==> src/rtl/ahb_seg_key_regs.sv <==
// ---------------------------------------------------------------------------
// ahb_seg_key_regs
// AHB-Lite slave with four word registers, driving a 4-digit 7-segment
// display word and debouncing four active-low push-buttons.
//
// Register map (HADDR[3:2]):
//   0x0 SEG_DATA RW [19:0]  digit k hex code at [5k+3:5k], dp at [5k+4]
//   0x4 KEY_LVL  RO [3:0]   debounced key levels (pressed = 1)
//   0x8 KEY_EVT  W1C[3:0]   sticky press events
//   0xC CTRL     RW [0]     IRQ_EN
//
// Ports:
//   HCLK, HRESETn                clock, async active-low reset
//   HSEL/HADDR/HTRANS/HWRITE/    AHB-Lite address phase inputs
//   HSIZE/HREADY                 (HSIZE ignored, every access is a word)
//   HWDATA                       write data (data phase)
//   HRDATA/HREADYOUT/HRESP       read data, always ready, always OKAY
//   KEY_N                        raw asynchronous buttons, active-low
//   DATA                         {12'b0, SEG_DATA}
//   IRQ                          registered IRQ_EN & |KEY_EVT
// ---------------------------------------------------------------------------
module ahb_seg_key_regs #(
    parameter logic [15:0] DB_CYCLES = 16'd50000
) (
    input  logic        HCLK,
    input  logic        HRESETn,
    input  logic        HSEL,
    input  logic [31:0] HADDR,
    input  logic [1:0]  HTRANS,
    input  logic        HWRITE,
    input  logic [2:0]  HSIZE,
    input  logic        HREADY,
    input  logic [31:0] HWDATA,
    output logic [31:0] HRDATA,
    output logic        HREADYOUT,
    output logic        HRESP,
    input  logic [3:0]  KEY_N,
    output logic [31:0] DATA,
    output logic        IRQ
);

    localparam logic [1:0] A_SEG  = 2'd0;
    localparam logic [1:0] A_LVL  = 2'd1;
    localparam logic [1:0] A_EVT  = 2'd2;
    localparam logic [1:0] A_CTRL = 2'd3;

    localparam logic [15:0] DB_LAST = DB_CYCLES - 16'd1;

    // Address-phase capture and data-phase state
    logic        dvalid_q;
    logic [1:0]  daddr_q;
    logic        dwrite_q;
    logic        addr_sel_s;
    logic        wr_en_s;
    logic        rd_en_s;

    // Register file
    logic [19:0] seg_q;
    logic        ctrl_q;
    logic [3:0]  key_lvl_q;
    logic [3:0]  key_lvl_d;
    logic [3:0]  key_evt_q;
    logic [3:0]  key_evt_d;
    logic        irq_q;

    // Key synchronisers (stored already inverted: 1 = pressed) and debounce
    logic [3:0]        sync1_q;
    logic [3:0]        sync2_q;
    logic [3:0][15:0]  cnt_q;
    logic [3:0][15:0]  cnt_d;
    logic [3:0]        rise_s;
    logic [3:0]        clr_s;

    logic unused_s;
    assign unused_s = ^{HADDR[31:4], HADDR[1:0], HSIZE, HTRANS[0], HWDATA[31:20]};

    assign addr_sel_s = HSEL & HREADY & HTRANS[1];
    assign wr_en_s    = dvalid_q & dwrite_q;
    assign rd_en_s    = dvalid_q & ~dwrite_q;

    // Capture the address phase; the valid flag drops on any non-transfer cycle
    always_ff @(posedge HCLK or negedge HRESETn) begin
        if (!HRESETn) begin
            dvalid_q <= 1'b0;
            daddr_q  <= 2'd0;
            dwrite_q <= 1'b0;
        end else begin
            dvalid_q <= addr_sel_s;
            if (addr_sel_s) begin
                daddr_q  <= HADDR[3:2];
                dwrite_q <= HWRITE;
            end
        end
    end

    // Data-phase writes to the plain RW registers
    always_ff @(posedge HCLK or negedge HRESETn) begin
        if (!HRESETn) begin
            seg_q  <= 20'd0;
            ctrl_q <= 1'b0;
        end else begin
            if (wr_en_s && (daddr_q == A_SEG)) begin
                seg_q <= HWDATA[19:0];
            end
            if (wr_en_s && (daddr_q == A_CTRL)) begin
                ctrl_q <= HWDATA[0];
            end
        end
    end

    // Two-flop synchroniser; inversion happens at the first stage
    always_ff @(posedge HCLK or negedge HRESETn) begin
        if (!HRESETn) begin
            sync1_q <= 4'd0;
            sync2_q <= 4'd0;
        end else begin
            sync1_q <= ~KEY_N;
            sync2_q <= sync1_q;
        end
    end

    // Debounce: a key level flips only after DB_CYCLES consecutive mismatches
    always_comb begin
        cnt_d     = cnt_q;
        key_lvl_d = key_lvl_q;
        rise_s    = 4'd0;
        for (int k = 0; k < 4; k++) begin
            if (sync2_q[k] == key_lvl_q[k]) begin
                cnt_d[k] = 16'd0;
            end else if (cnt_q[k] == DB_LAST) begin
                cnt_d[k]     = 16'd0;
                key_lvl_d[k] = ~key_lvl_q[k];
                rise_s[k]    = ~key_lvl_q[k];
            end else begin
                cnt_d[k] = cnt_q[k] + 16'd1;
            end
        end
    end

    // W1C clear mask; a coincident set overrides the clear below
    always_comb begin
        if (wr_en_s && (daddr_q == A_EVT)) begin
            clr_s = HWDATA[3:0];
        end else begin
            clr_s = 4'd0;
        end
        key_evt_d = (key_evt_q & ~clr_s) | rise_s;
    end

    // Key level, event and counter state
    always_ff @(posedge HCLK or negedge HRESETn) begin
        if (!HRESETn) begin
            cnt_q     <= {4{16'd0}};
            key_lvl_q <= 4'd0;
            key_evt_q <= 4'd0;
        end else begin
            cnt_q     <= cnt_d;
            key_lvl_q <= key_lvl_d;
            key_evt_q <= key_evt_d;
        end
    end

    // Interrupt follows the registers with one cycle of latency
    always_ff @(posedge HCLK or negedge HRESETn) begin
        if (!HRESETn) begin
            irq_q <= 1'b0;
        end else begin
            irq_q <= ctrl_q & (|key_evt_q);
        end
    end

    // Read mux, active only in a valid read data phase
    always_comb begin
        HRDATA = 32'd0;
        if (rd_en_s) begin
            case (daddr_q)
                A_SEG:   HRDATA = {12'd0, seg_q};
                A_LVL:   HRDATA = {28'd0, key_lvl_q};
                A_EVT:   HRDATA = {28'd0, key_evt_q};
                A_CTRL:  HRDATA = {31'd0, ctrl_q};
                default: HRDATA = 32'd0;
            endcase
        end else begin
            HRDATA = 32'd0;
        end
    end

    assign DATA      = {12'd0, seg_q};
    assign IRQ       = irq_q;
    assign HREADYOUT = 1'b1;
    assign HRESP     = 1'b0;

endmodule

==> config.mk <==
export PLATFORM = sky130hd
export DESIGN_NAME = ahb_seg_key_regs
export DESIGN_NICKNAME = d
export VERILOG_FILES = /design/src/rtl/ahb_seg_key_regs.sv
export SDC_FILE = /design/constraint.sdc
export NUM_CORES = 1
export LEC_CHECK = 0
export ABC_AREA = 1
export BUFFER_PORTS_ARGS = -buffer_cell sky130_fd_sc_hd__buf_4
export CAP_MARGIN = 10
export CELL_PAD_IN_SITES_DETAIL_PLACEMENT = 0
export CELL_PAD_IN_SITES_GLOBAL_PLACEMENT = 1
export CORE_MARGIN = 2
export CORE_UTILIZATION = 35
export CTS_CLUSTER_DIAMETER = 200
export DETAILED_ROUTE_END_ITERATION = 6
export MAX_ROUTING_LAYER = met4
export PLACE_DENSITY_LB_ADDON = 0.2
export SYNTH_ARGS = -nofsm -noshare
export SYNTH_HDL_FRONTEND = slang
export SYNTH_SLANG_ARGS = --single-unit
==> constraint.sdc <==
create_clock -name HCLK -period 2.75 [get_ports HCLK]
set_clock_uncertainty 0.2 [all_clocks]
set_input_delay 0.1375 -clock HCLK [delete_from_list [all_inputs] [get_ports HCLK]]
set_output_delay 0.1375 -clock HCLK [all_outputs]
set_load 0.01 [all_outputs]
After elaboration in Yosys (flattened, before gate mapping) --
Cells that the tools add are included.
Cells by class: shift-type cells 0, bitwise logic cells 18, equal/unequal tests 11, multipliers 0, reductions and logical operators 9, order comparisons 0, mux-type cells 19, $add $sub $neg 4, divide/modulo/power cells 0
Operators by type and width (count):
- $mux W16 | 8
- $pmux W32 S4 | 1
- $add A16 B1 Y16 const B | 4
- $eq A16 B16 Y1 const B | 4
- $mux W32 | 1
- $not A1 Y1 | 9
- $mux W1 | 8
- $not A4 Y4 | 2
- $reduce_and A2 Y1 | 4
- $and A1 B1 Y1 | 5
- $and A4 B4 Y4 | 1
- $eq A1 B1 Y1 | 4
- $eq A2 B2 Y1 const B | 2
- $mux W4 | 1
- $or A4 B4 Y4 | 1
- $reduce_or A4 Y1 | 1
- $logic_and A1 B1 Y1 | 3
- $eq A2 B1 Y1 const B | 1
- $logic_not A2 Y1 | 1
Word-level totals: memory bits (writable) 0, memory bits (read-only) 0, bits of input ports 78, output and inout bits 67, memories 0, bits in latches 0, flip-flop bits (word level) 106, logic and storage cells 78

Logic depth before layout (Yosys ltp) --
Gate-level depths: netlist of the first run.
word-level depth 6, mapped depth 7, mapped depth without buffers 7

Worst setup path before layout of the first run --
No wires, ideal clock.
path type register to register, start point reg cnt_q[32] in the netlist's numbering, end point reg cnt_q[38] in the netlist's numbering, buffers on the path 0, arrival 1220 ps, setup time 86 ps, required time 2464 ps, clock period less this slack 1506 ps, cell stages (with the launch flop) 7, setup slack 1244 ps, path through dfrtp_1 ha_1 nand3_1 nor2_1 nand2_1 nand2_1 nor3_1
RTL lines:
- start, declared | line 69 | logic [3:0][15:0] cnt_q;
- start signal, assigned | line 153 | cnt_q <= {4{16'd0}};
- start signal, assigned | line 157 | cnt_q <= cnt_d;

Worst setup path after layout of the first run --
start point reg daddr_q[0], end point out HRDATA[0]
Between the ends: longest elaborated chain between the ends 3, elaborated cells between the ends (all ways) 6, those cells by class 3 x eq/ne; 2 x mux; 1 x reduce/logical
Ends and longest elaborated chain:
- start, declared | line 51 | logic [1:0] daddr_q;
- start signal, assigned | line 90 | daddr_q <= HADDR[3:2];
- $eq A2 B2 Y1 (tied with other cells) | line 176 | case (daddr_q)
- $pmux W32 S4 (*) | line 176
- $mux W32 (*) | line 175 | if (rd_en_s) begin
- end, declared | line 34 | output logic [31:0] HRDATA,
Every way passes the cells marked *; elsewhere a longest branch is shown, timed or not. The select of a mux whose other input is x is not followed.

==> run_results.csv, run 1 <==
group,metric,value,unit
routing,totalWireLength,13100,µm
die,num_rows,46,
yosys,ys_seq_elements,106,
cells_and_area,fill_cells,1623,
run_status,status,"finished, final reports clean",
timing,final_period_minus_worst_setup_slack,2.20,ns
timing,setup_viol,0,
yosys,synth_area_leaders,"dfrtp_1 (47%), nor2_1 (11%), nand2_1 (11%)",
die,initial_core_util,35.8,%
worst_setup_path,worstPathArrival,1.86,ns
die,dieArea,0.0172,mm²
clock_tree,clockRootBuffer,"clkbuf_16",
clock_tree,cts_setup_buffers,0,
cells_and_area,syn2layout_area_growth,23.6,%
cells_and_area,multi_input_area,0.00253,mm²
worst_setup_path,start_kind,"register",
clock_tree,clock_path_buffers,2,
timing,fmax,456,MHz
grt,grt_pass1_wl,22500,µm
worst_setup_path,critPathCaptureType,"output port",
placed_design,gp_congestion,0.808,
worst_setup_path,cpPeakStageDelay,0.50,ns
yosys,yosys_warnings,0,
pwr,p_leak,3.48,nW
cells_and_area,layout_commonest_cell,"nor2_1",
yosys,synth_edf_count,0,
cells_and_area,diodes,0,
timing,hold_viol,0,
routing,via_count,4757,
placed_design,port_buffers,72,
cells_and_area,drive_gt1_share,14.7,%
clock_tree,cts.clk_slew.worst_paths,0.07,ns
grt,overflow,0,
pwr,peakVddDrop,0.000357,V
yosys,avgSynthCellArea,7.81,µm²
timing,slew_violations,0,
clock_tree,numCtsBuffers,9,
yosys,syn-cell-area,0.00566,mm²
routing,remaining_drc_errors,0,
routing,ant_nets,0,
die,die_w,131,µm
grt,grt_pass1_vias,4717,
routing,firstDrtPassIters,4,
timing,rsz0062_at_grt,"false",
grt,grt_util_all_layers,16.3,%
worst_setup_path,crit_required,2.41,ns
flow_run,cap_viol_max_count,0,
placed_design,dpl.hpwl,9490,µm
yosys,async_reset_ff_share,100,%
die,die_h,131,µm
timing,setup_tns,0,ns
cells_and_area,register_area,0.00265,mm²
yosys,netlist_instances,725,
worst_setup_path,critical_path.slowest_cell,"dfrtp_1",
clock_tree,htreeDepth,3,
clock_tree,clkSinkCount,106,
die,io_pins,145,
worst_setup_path,path_cells,"nor2_4, buf_4, nand2_1, a41oi_1, buf_4",
yosys,synth-main-ff-cell,"dfrtp_1",
cells_and_area,instances_no_fill,1055,
timing,post-route-period-util,79.8,%
worst_setup_path,worst_path_most_repeated_cell,"buf_4",
routing,wl_per_cell,12.4,µm
cells_and_area,fin_nets,916,
cells_and_area,layout.cells.most_common_list,"nor2_1 (162), nand2_1 (161), dfrtp_1 (106)",
placed_design,dp.cells,1008,
pwr,power_density,586,mW/mm²
die,core_region_area,0.0158,mm²
yosys,ys_seq_area_share,46.8,%
clock_tree,clock_latency,0.35,ns
routing,viasPerCell,4.51,
yosys,synth_top_area_share,46.8,%
yosys,synth_top_area_cell,"dfrtp_1",
timing,holdWs,0.0726,ns
clock_tree,cts_tree,"built",
routing,drt_iter0_markers,189,
worst_setup_path,crit_path_max_fanout,18,
grt,antenna_found_initial,0,
yosys,yosysUniqueCellTypes,35,
hold_path,min-delay-path-class,"input pin to async pin",
grt,grt_max_degree,74,
worst_setup_path,criticalPathCategory,"register to output port",
report_power, final:
part	internal, mW	switching [mW]	leakage, nW
Combinational	0.400	0.345	1.94
Sequential	1.73	0.157	1.38
Clock	0.886	0.581	0.166
layer usage:
| layer | GRT usage, % | wire length (µm) | vias to the layer above | share of wire (%) |
|---|---|---|---|---|
| met5 | - | 0 | - | 0 |
| met1 | 20.5 | 6160 | 2185 | 47 |
| li1 | - | - | 2446 | - |
| met4 | 5.98 | 220 | 0 | 1.7 |
| met3 | 2.74 | 534 | 17 | 4.1 |
| met2 | 26.6 | 6190 | 109 | 47 |
Yosys cell counts (all sizes together) (3+ instances only):
cell and count:
a21o 3, a21oi 6, a31oi 6, buf 31
dfrtp 106, ha 4, inv 85, mux2 16
nand2 168, nand3 57, nand4 15, nor2 164
nor3 10, nor3b 4, o21ai 19, o21bai 5
or2 4, xnor2 6, xor2 10
what timing repair did:
action,CTS,global route
hold endpoints to repair,66,0
hold buffers,31,0
gates resized for setup,0,0
worst max-delay path, delay by kind of cell (launching register included):
kind	cells	cell delay [ns]
simple gates	2	0.27
buf+inv	2	0.44
compound gates	1	0.29
flops	1	0.50
kinds of logic (layout without fill, tap and decap cells):
| family | Yosys count | in the layout | synth area share (%) |
|---|---|---|---|
| buf+inv | 118 | 208 | 9.99 |
| fa+ha+maj | 4 | 4 | 0.884 |
| simple gates | 423 | 423 | 31.6 |
| flops | 106 | 106 | 46.8 |
| compound gates | 40 | 40 | 4.09 |
| xor+xnor | 16 | 16 | 2.47 |
| mux | 16 | 16 | 3.98 |
| other cells | 2 | 26 | 0.133 |
area by class of cell:
| type | instances | area share, % |
|---|---|---|
| clock buffer | 10 | 3.27 |
| clock inverter | 6 | 1.50 |
| inverter | 86 | 4.61 |
| multi-input combinational | 525 | 36.2 |
| sequential | 106 | 37.9 |
| tap | 216 | 3.86 |
| timing repair buffer | 106 | 12.7 |
registers in the layout, summed over array words and instances, names as in the netlist:
name and cells:
cnt_q 64, seg_q 20, key_evt_q 4, key_lvl_q 4
sync1_q 4, sync2_q 4, daddr_q 2, IRQ 1
ctrl_q 1, dvalid_q 1, dwrite_q 1
per-stage QoR:
| step | util (%) | setup slack, ns | instance area [µm²] | total power, mW |
|---|---|---|---|---|
| 3_3_place_gp | 40.2 | 0.929 | 6360 | 2.62 |
| 4_1_cts | 44.2 | 0.546 | 7000 | 4.17 |
| 2_1_floorplan | - | 1.24 | 5750 | 2.28 |
| 3_5_place_dp | 40.2 | 0.914 | 6360 | 2.64 |
| 6_report | 44.2 | 0.555 | 7000 | 4.10 |
| 5_1_grt | 44.2 | 0.425 | 7000 | 4.31 |
path summary, 6_finish.rpt:
path / start / end / slack [ns] / depth (start not counted)
setup / recovery: daddr_q[0]$_DFFE_PN0P_ / HRDATA[0] / 0.55 / 5
hold / removal: HRESETn / cnt_q[0]$_DFF_PN0_ / 0.07 / 2
setup reg to reg: cnt_q[32]$_DFF_PN0_ / cnt_q[38]$_DFF_PN0_ / 0.93 / 6
hold reg to reg: sync1_q[2]$_DFF_PN0_ / sync2_q[2]$_DFF_PN0_ / 0.15 / 0
max in group asynchronous: HRESETn / seg_q[17]$_DFFE_PN0P_ / 1.52 / 3
min in group HCLK: sync1_q[2]$_DFF_PN0_ / sync2_q[2]$_DFF_PN0_ / 0.15 / 0
(Power assumes the default switching activity.)
==> run 2: changes to the inputs <==
clock period = 1.8 ns   (was 2.75 ns; I/O delays follow)
==> run 2 against run 1 <==
The flow now finishes with violations (negative setup slack). Via count up 4.4%. Global-route usage up 0.33 points. Die area unchanged. Design area grew 6.2%. Non-clock buffer count increased by 25. Sequential power grew 54%. Critical path depth increased by 2. Flip-flop and latch count is the same. Power is 62% higher. Wire length up 6.0%. Final cell count up 2.4%. Clock power increased by 59%. Largest power group unchanged. Highest routed layer unchanged.
==> run_results.csv, run 2 (synthesis results as in run 1) <==
group,metric,value,unit
run_status,status,"finished with violations",
run_status,violations,"negative setup slack",
worst_setup_path,cp_top_family,"buffers and inverters",
cells_and_area,fill_cells,1572,
die,die_w,131,µm
die,io_pins,145,
timing,rsz0062_at_grt,"true",
routing,viasPerCell,4.60,
routing,wl_per_cell,12.9,µm
timing,final_period_minus_worst_setup_slack,1.89,ns
die,die_h,131,µm
placed_design,gp_congestion,0.822,
clock_tree,clock_latency,0.36,ns
cells_and_area,largest_register_ff_count,64,
die,initial_core_util,35.8,%
placed_design,dpl_cell_area,0.00644,mm²
cells_and_area,regMostFlops,"cnt_q",
worst_setup_path,path_cells,"nor2_4, buf_12, buf_12, clkbuf_16, nand2_1, nor2_1, buf_4",
worst_setup_path,worstPathArrival,1.60,ns
worst_setup_path,timing.critical_path.buf_inv,4,
clock_tree,htreeDepth,3,
worst_setup_path,critPathLaunch,"daddr_q[0]$_DFFE_PN0P_",
worst_setup_path,critical_path.slowest_cell,"dfrtp_2",
grt,grt_pass1_wl,22900,µm
worst_setup_path,regToRegEndpoint,"seg_q[5]$_DFFE_PN0P_",
cells_and_area,layout.cells.most_common_list,"nor2_1 (151), nand2_1 (148), dfrtp_1 (104)",
timing,holdWs,0.153,ns
cells_and_area,final_area,0.00744,mm²
clock_tree,clkSinkCount,106,
clock_tree,cts.clk_slew.worst_paths,0.07,ns
die,core_region_area,0.0158,mm²
timing,setup_viol,11,
timing,post-route-period-util,105,%
timing,setup_tns,-0.649,ns
timing,hold_viol,0,
die,num_rows,46,
routing,totalWireLength,13900,µm
grt,grt_util_all_layers,16.6,%
cells_and_area,layout_commonest_cell,"nor2_1",
clock_tree,numCtsBuffers,9,
hold_path,hold_path.startpoint,"sync1_q[0]$_DFF_PN0_",
routing,via_count,4964,
timing,slew_violations,0,
worst_setup_path,criticalPathCategory,"register to output port",
routing,drt_iter0_markers,261,
clock_tree,clock_path_buffers,2,
pwr,peakVddDrop,0.000550,V
worst_setup_path,timing.rr.start,"daddr_q[0]$_DFFE_PN0P_",
clock_tree,clockRootBuffer,"clkbuf_16",
cells_and_area,reg_top3,"cnt_q: 64 flops, seg_q: 20 flops",
cells_and_area,diodes,0,
worst_setup_path,crit_required,1.51,ns
pwr,total_power,6.65,mW
pwr,p_leak,3.67,nW
cells_and_area,register_area,0.00266,mm²
worst_setup_path,crit_path_max_fanout,8,
routing,remaining_drc_errors,0,
grt,grt_pass1_vias,4732,
grt,overflow,0,
pwr,power_density,894,mW/mm²
hold_path,worstHoldPathCells,0,
grt,grt_max_degree,41,
placed_design,dpl.hpwl,9810,µm
cells_and_area,multi_input_area,0.00265,mm²
cells_and_area,drive_gt1_share,20.4,%
placed_design,port_buffers,72,
flow_run,cap_viol_max_count,0,
worst_setup_path,critPathCaptureType,"output port",
routing,firstDrtPassIters,5,
cells_and_area,fin_nets,941,
worst_setup_path,regToRegSetupSlack,0.02,ns
hold_path,min_to,"sync2_q[0]$_DFF_PN0_",
worst_setup_path,worst_path_most_repeated_cell,"buf_12",
worst_setup_path,r2r_cells,5,
timing,fmax,529,MHz
hold_path,min-delay-path-class,"register to register",
grt,antenna_found_initial,0,
die,dieArea,0.0172,mm²
routing,ant_nets,0,
worst_setup_path,cpPeakStageDelay,0.46,ns
worst_setup_path,start_kind,"register",
cells_and_area,syn2layout_area_growth,31.3,%
timing,setup_slack,-0.0916,ns
clock_tree,cts_tree,"built",
## run 2: cell count changes in the layout (fill, tap and decap cells not counted), moves of 8 or more
| cell | before | now |
|---|---|---|
| buf_4 | 74 | 84 |
| nor2_2 | 1 | 9 |
| nand2_2 | 6 | 14 |
| nor2_1 | 162 | 151 |
| nand2_1 | 161 | 148 |
## run 2: final cells by class
class / count / area share, %
flip-flops and latches: 106 / 35.7
clock buffers: 10 / 3.21
clock inverters: 6 / 1.51
inverters: 86 / 4.37
well taps: 216 / 3.63
repair buffers: 131 / 15.9
multi-input cells: 525 / 35.7
## run 2: how the worst max path moves through the flow
stage               cells past startpoint  slack (ns)                   to
floorplan                               6        0.29  cnt_q[38]$_DFF_PN0_
global placement                        6        0.17  cnt_q[54]$_DFF_PN0_
detailed placement                      6        0.15  cnt_q[56]$_DFF_PN0_
CTS                                     7       -0.04            HRDATA[2]
global route                            7       -0.17           HRDATA[12]
finish                                  7       -0.09           HRDATA[12]
## run 2: metal layers
layer / part of all wire, % / global-route usage [%] / up-vias
met2: 48 / 26.8 / 121
met4: 1.4 / 5.68 / 0
met5: 0 / - / -
li1: - / - / 2504
met1: 47 / 21.2 / 2326
met3: 4.2 / 3.24 / 13
## run 2: report_power, final
part / internal [mW] / switching, mW / total (mW)
registers: 2.65 / 0.268 / 2.92
clock network: 1.40 / 0.922 / 2.33
logic: 0.775 / 0.631 / 1.41
## run 2: timing repair
item                                    in CTS  in global routing
endpoints found under the hold margin      139                  0
hold buffers                                36                  0
setup buffers                                2                  7
gates cloned                                 0                  2
endpoints found under the setup margin      20                 22
pin swaps                                    2                 18
gates resized for setup                     10                 37
## run 2: worst reg2reg max path, stage by stage (launching register included)
cell and delay, ns:
dfrtp_2 0.44, nor2_4 0.06, buf_4 0.13, buf_6 0.12, nand2_4 0.31, mux2_2 0.41
## run 2: per-stage QoR
stage / std cells / setup WS [ns] / utilization [%]
after floorplan: 749 / 0.294 / -
after global placement: 1017 / 0.167 / 40.7
final: 1080 / -0.0916 / 47.0
after detailed placement: 1017 / 0.152 / 40.7
after CTS: 1071 / -0.0430 / 45.5
after global routing: 1080 / -0.173 / 47.0
==> run 3: changes to the inputs <==
CTS_BUF_LIST = sky130_fd_sc_hd__clkbuf_8 sky130_fd_sc_hd__clkbuf_16   (was not set)
TNS_END_PERCENT = 10   (was not set)
==> run 3 against run 2 <==
Power is 3.5% lower. The flow still finishes with violations (negative setup slack). Core utilization shrank 1.4 points. Clock power about the same. Clock-buffer cell count stayed put. Flip-flop and latch count stayed put. Final cell count decreased by 0.65%. Non-clock buffer count decreased by 7. Largest power group unchanged. Via count fell by 1.2%. Setup slack improved by 0.070 ns. Register-to-register slack better by 0.07 ns.
==> run_results.csv, run 3 (synthesis results as in run 1) <==
group,metric,value,unit
run_status,status,"finished with violations",
run_status,violations,"negative setup slack",
timing,final_period_minus_worst_setup_slack,1.82,ns
routing,remaining_drc_errors,0,
die,core_region_area,0.0158,mm²
hold_path,worstHoldPathCells,0,
worst_setup_path,crit_required,1.51,ns
routing,via_count,4903,
worst_setup_path,crit_path_max_fanout,3,
hold_path,hold_path.startpoint,"sync1_q[0]$_DFF_PN0_",
cells_and_area,register_area,0.00265,mm²
worst_setup_path,regToRegEndpoint,"seg_q[19]$_DFFE_PN0P_",
cells_and_area,regMostFlops,"cnt_q",
timing,slew_violations,0,
cells_and_area,fin_nets,934,
pwr,internal-power,4.71,mW
pwr,p_leak,3.57,nW
placed_design,dp.cells,1017,
pwr,pwr-share-seq,44.9,%
timing,setup_slack,-0.0214,ns
clock_tree,clkSinkCount,106,
timing,fmax,549,MHz
cells_and_area,diodes,0,
routing,totalWireLength,13400,µm
timing,post-route-period-util,101,%
clock_tree,clock_path_buffers,2,
worst_setup_path,worstPathArrival,1.53,ns
clock_tree,cts_tree,"built",
die,die_w,131,µm
clock_tree,cts.clk_slew.worst_paths,0.07,ns
worst_setup_path,criticalPathCategory,"register to output port",
pwr,combPwrFrac,18.9,%
grt,antenna_found_initial,0,
cells_and_area,reg_top3,"cnt_q: 64 flops, seg_q: 20 flops",
cells_and_area,final_area,0.00722,mm²
timing,setup_tns,-0.0278,ns
placed_design,dpl_cell_area,0.00644,mm²
die,die_h,131,µm
die,num_rows,46,
die,dieArea,0.0172,mm²
placed_design,dpl.hpwl,9810,µm
cells_and_area,drive_gt1_share,17.0,%
clock_tree,clock_latency,0.36,ns
cells_and_area,fill_cells,1592,
placed_design,dp_slack,0.152,ns
clock_tree,numCtsBuffers,9,
grt,grt_util_all_layers,16.6,%
placed_design,port_buffers,72,
routing,viasPerCell,4.57,
routing,ant_nets,0,
pwr,peakVddDrop,0.000549,V
routing,drt_iter0_markers,235,
pwr,switching_share,26.6,%
routing,firstDrtPassIters,4,
pwr,p_clk_share,36.2,%
cells_and_area,syn2layout_area_growth,27.5,%
grt,grt_pass1_wl,22800,µm
worst_setup_path,regToRegSetupSlack,0.09,ns
clock_tree,clockRootBuffer,"clkbuf_16",
die,initial_core_util,35.8,%
grt,overflow,0,
cells_and_area,instances_no_fill,1073,
hold_path,min_to,"sync2_q[0]$_DFF_PN0_",
die,io_pins,145,
grt,grt_max_degree,41,
cells_and_area,layout.cells.most_common_list,"nand2_1 (159), nor2_1 (159), dfrtp_1 (105)",
grt,grt_pass1_vias,4723,
pwr,switching_power,1.71,mW
timing,setup_viol,2,
worst_setup_path,timing.rr.start,"daddr_q[1]$_DFFE_PN0P_",
clock_tree,htreeDepth,3,
worst_setup_path,critPathCaptureType,"output port",
routing,wl_per_cell,12.5,µm
placed_design,gp_congestion,0.822,
hold_path,min-delay-path-class,"register to register",
worst_setup_path,r2r_cells,4,
cells_and_area,largest_register_ff_count,64,
pwr,total_power,6.42,mW
timing,hold_viol,0,
worst_setup_path,start_kind,"register",
cells_and_area,multi_input_area,0.00256,mm²
cells_and_area,utilization,45.6,%
flow_run,cap_viol_max_count,0,
pwr,power_density,889,mW/mm²
timing,holdWs,0.153,ns
timing,rsz0062_at_grt,"true",
-- run 3: changes by cell type in the layout (fill, tap and decap cells not counted), moves of 2 or more --
cell       previous run  this run
nand3_2               2         0
clkbuf_16            11         9
nand2_4               6         1
nor2_2                9         2
nand2_2              14         8
nand3_1              55        57
buf_12                4         2
nor2_1              151       159
nand2_1             148       159
buf_6                 4         1
-- run 3: power groups by stage --
stage          clock, mW  sequential, mW  combinational [mW]
3_3_place_gp           0            2.93                1.09
4_1_cts             2.39            2.89                1.21
3_5_place_dp           0            2.94                1.11
2_1_floorplan          0            2.95               0.538
5_1_grt             2.49            2.93                1.33
6_report            2.32            2.88                1.21
-- run 3: how the worst max path moves through the flow --
stage	end	from	cells past startpoint	slack, ns
final	HRDATA[0]	daddr_q[1]$_DFFE_PN0P_	5	-0.02
after global routing	HRDATA[2]	daddr_q[1]$_DFFE_PN0P_	7	-0.13
after CTS	HRDATA[3]	daddr_q[0]$_DFFE_PN0P_	7	-0.06
after detailed placement	cnt_q[56]$_DFF_PN0_	cnt_q[48]$_DFF_PN0_	6	0.15
after global placement	cnt_q[54]$_DFF_PN0_	cnt_q[48]$_DFF_PN0_	6	0.17
after floorplan	cnt_q[38]$_DFF_PN0_	cnt_q[32]$_DFF_PN0_	6	0.29
-- run 3: area by class of cell --
class                      count  share of cell area [%]
clock buffer                  10                    3.31
clock inverter                 6                    1.56
inverter                      86                    4.47
multi-input combinational    525                    35.5
sequential                   106                    36.8
tap                          216                    3.74
timing repair buffer         124                    14.6
-- run 3: per-layer routing --
layer	vias to the layer above	routed length [µm]	global-route usage, %
li1	2488	-	-
met1	2280	6340	21.1
met2	122	6270	26.5
met3	13	604	3.24
met4	0	195	5.68
met5	-	0	-
-- run 3: critical path, cell delays in order, from the launching register on --
cell and delay, ns:
dfrtp_1 0.43, nor2_4 0.18, buf_4 0.13, nand2_1 0.05
a41oi_2 0.21, buf_4 0.16
-- run 3: timing repair --
| item | CTS | global route |
|---|---|---|
| setup buffers | 1 | 3 |
| hold buffers | 36 | 0 |
| endpoints found under the setup margin | 20 | 29 |
| resized for setup | 8 | 6 |
| pin swaps | 1 | 10 |
| hold endpoints to repair | 139 | 0 |
| gates cloned | 0 | 0 |
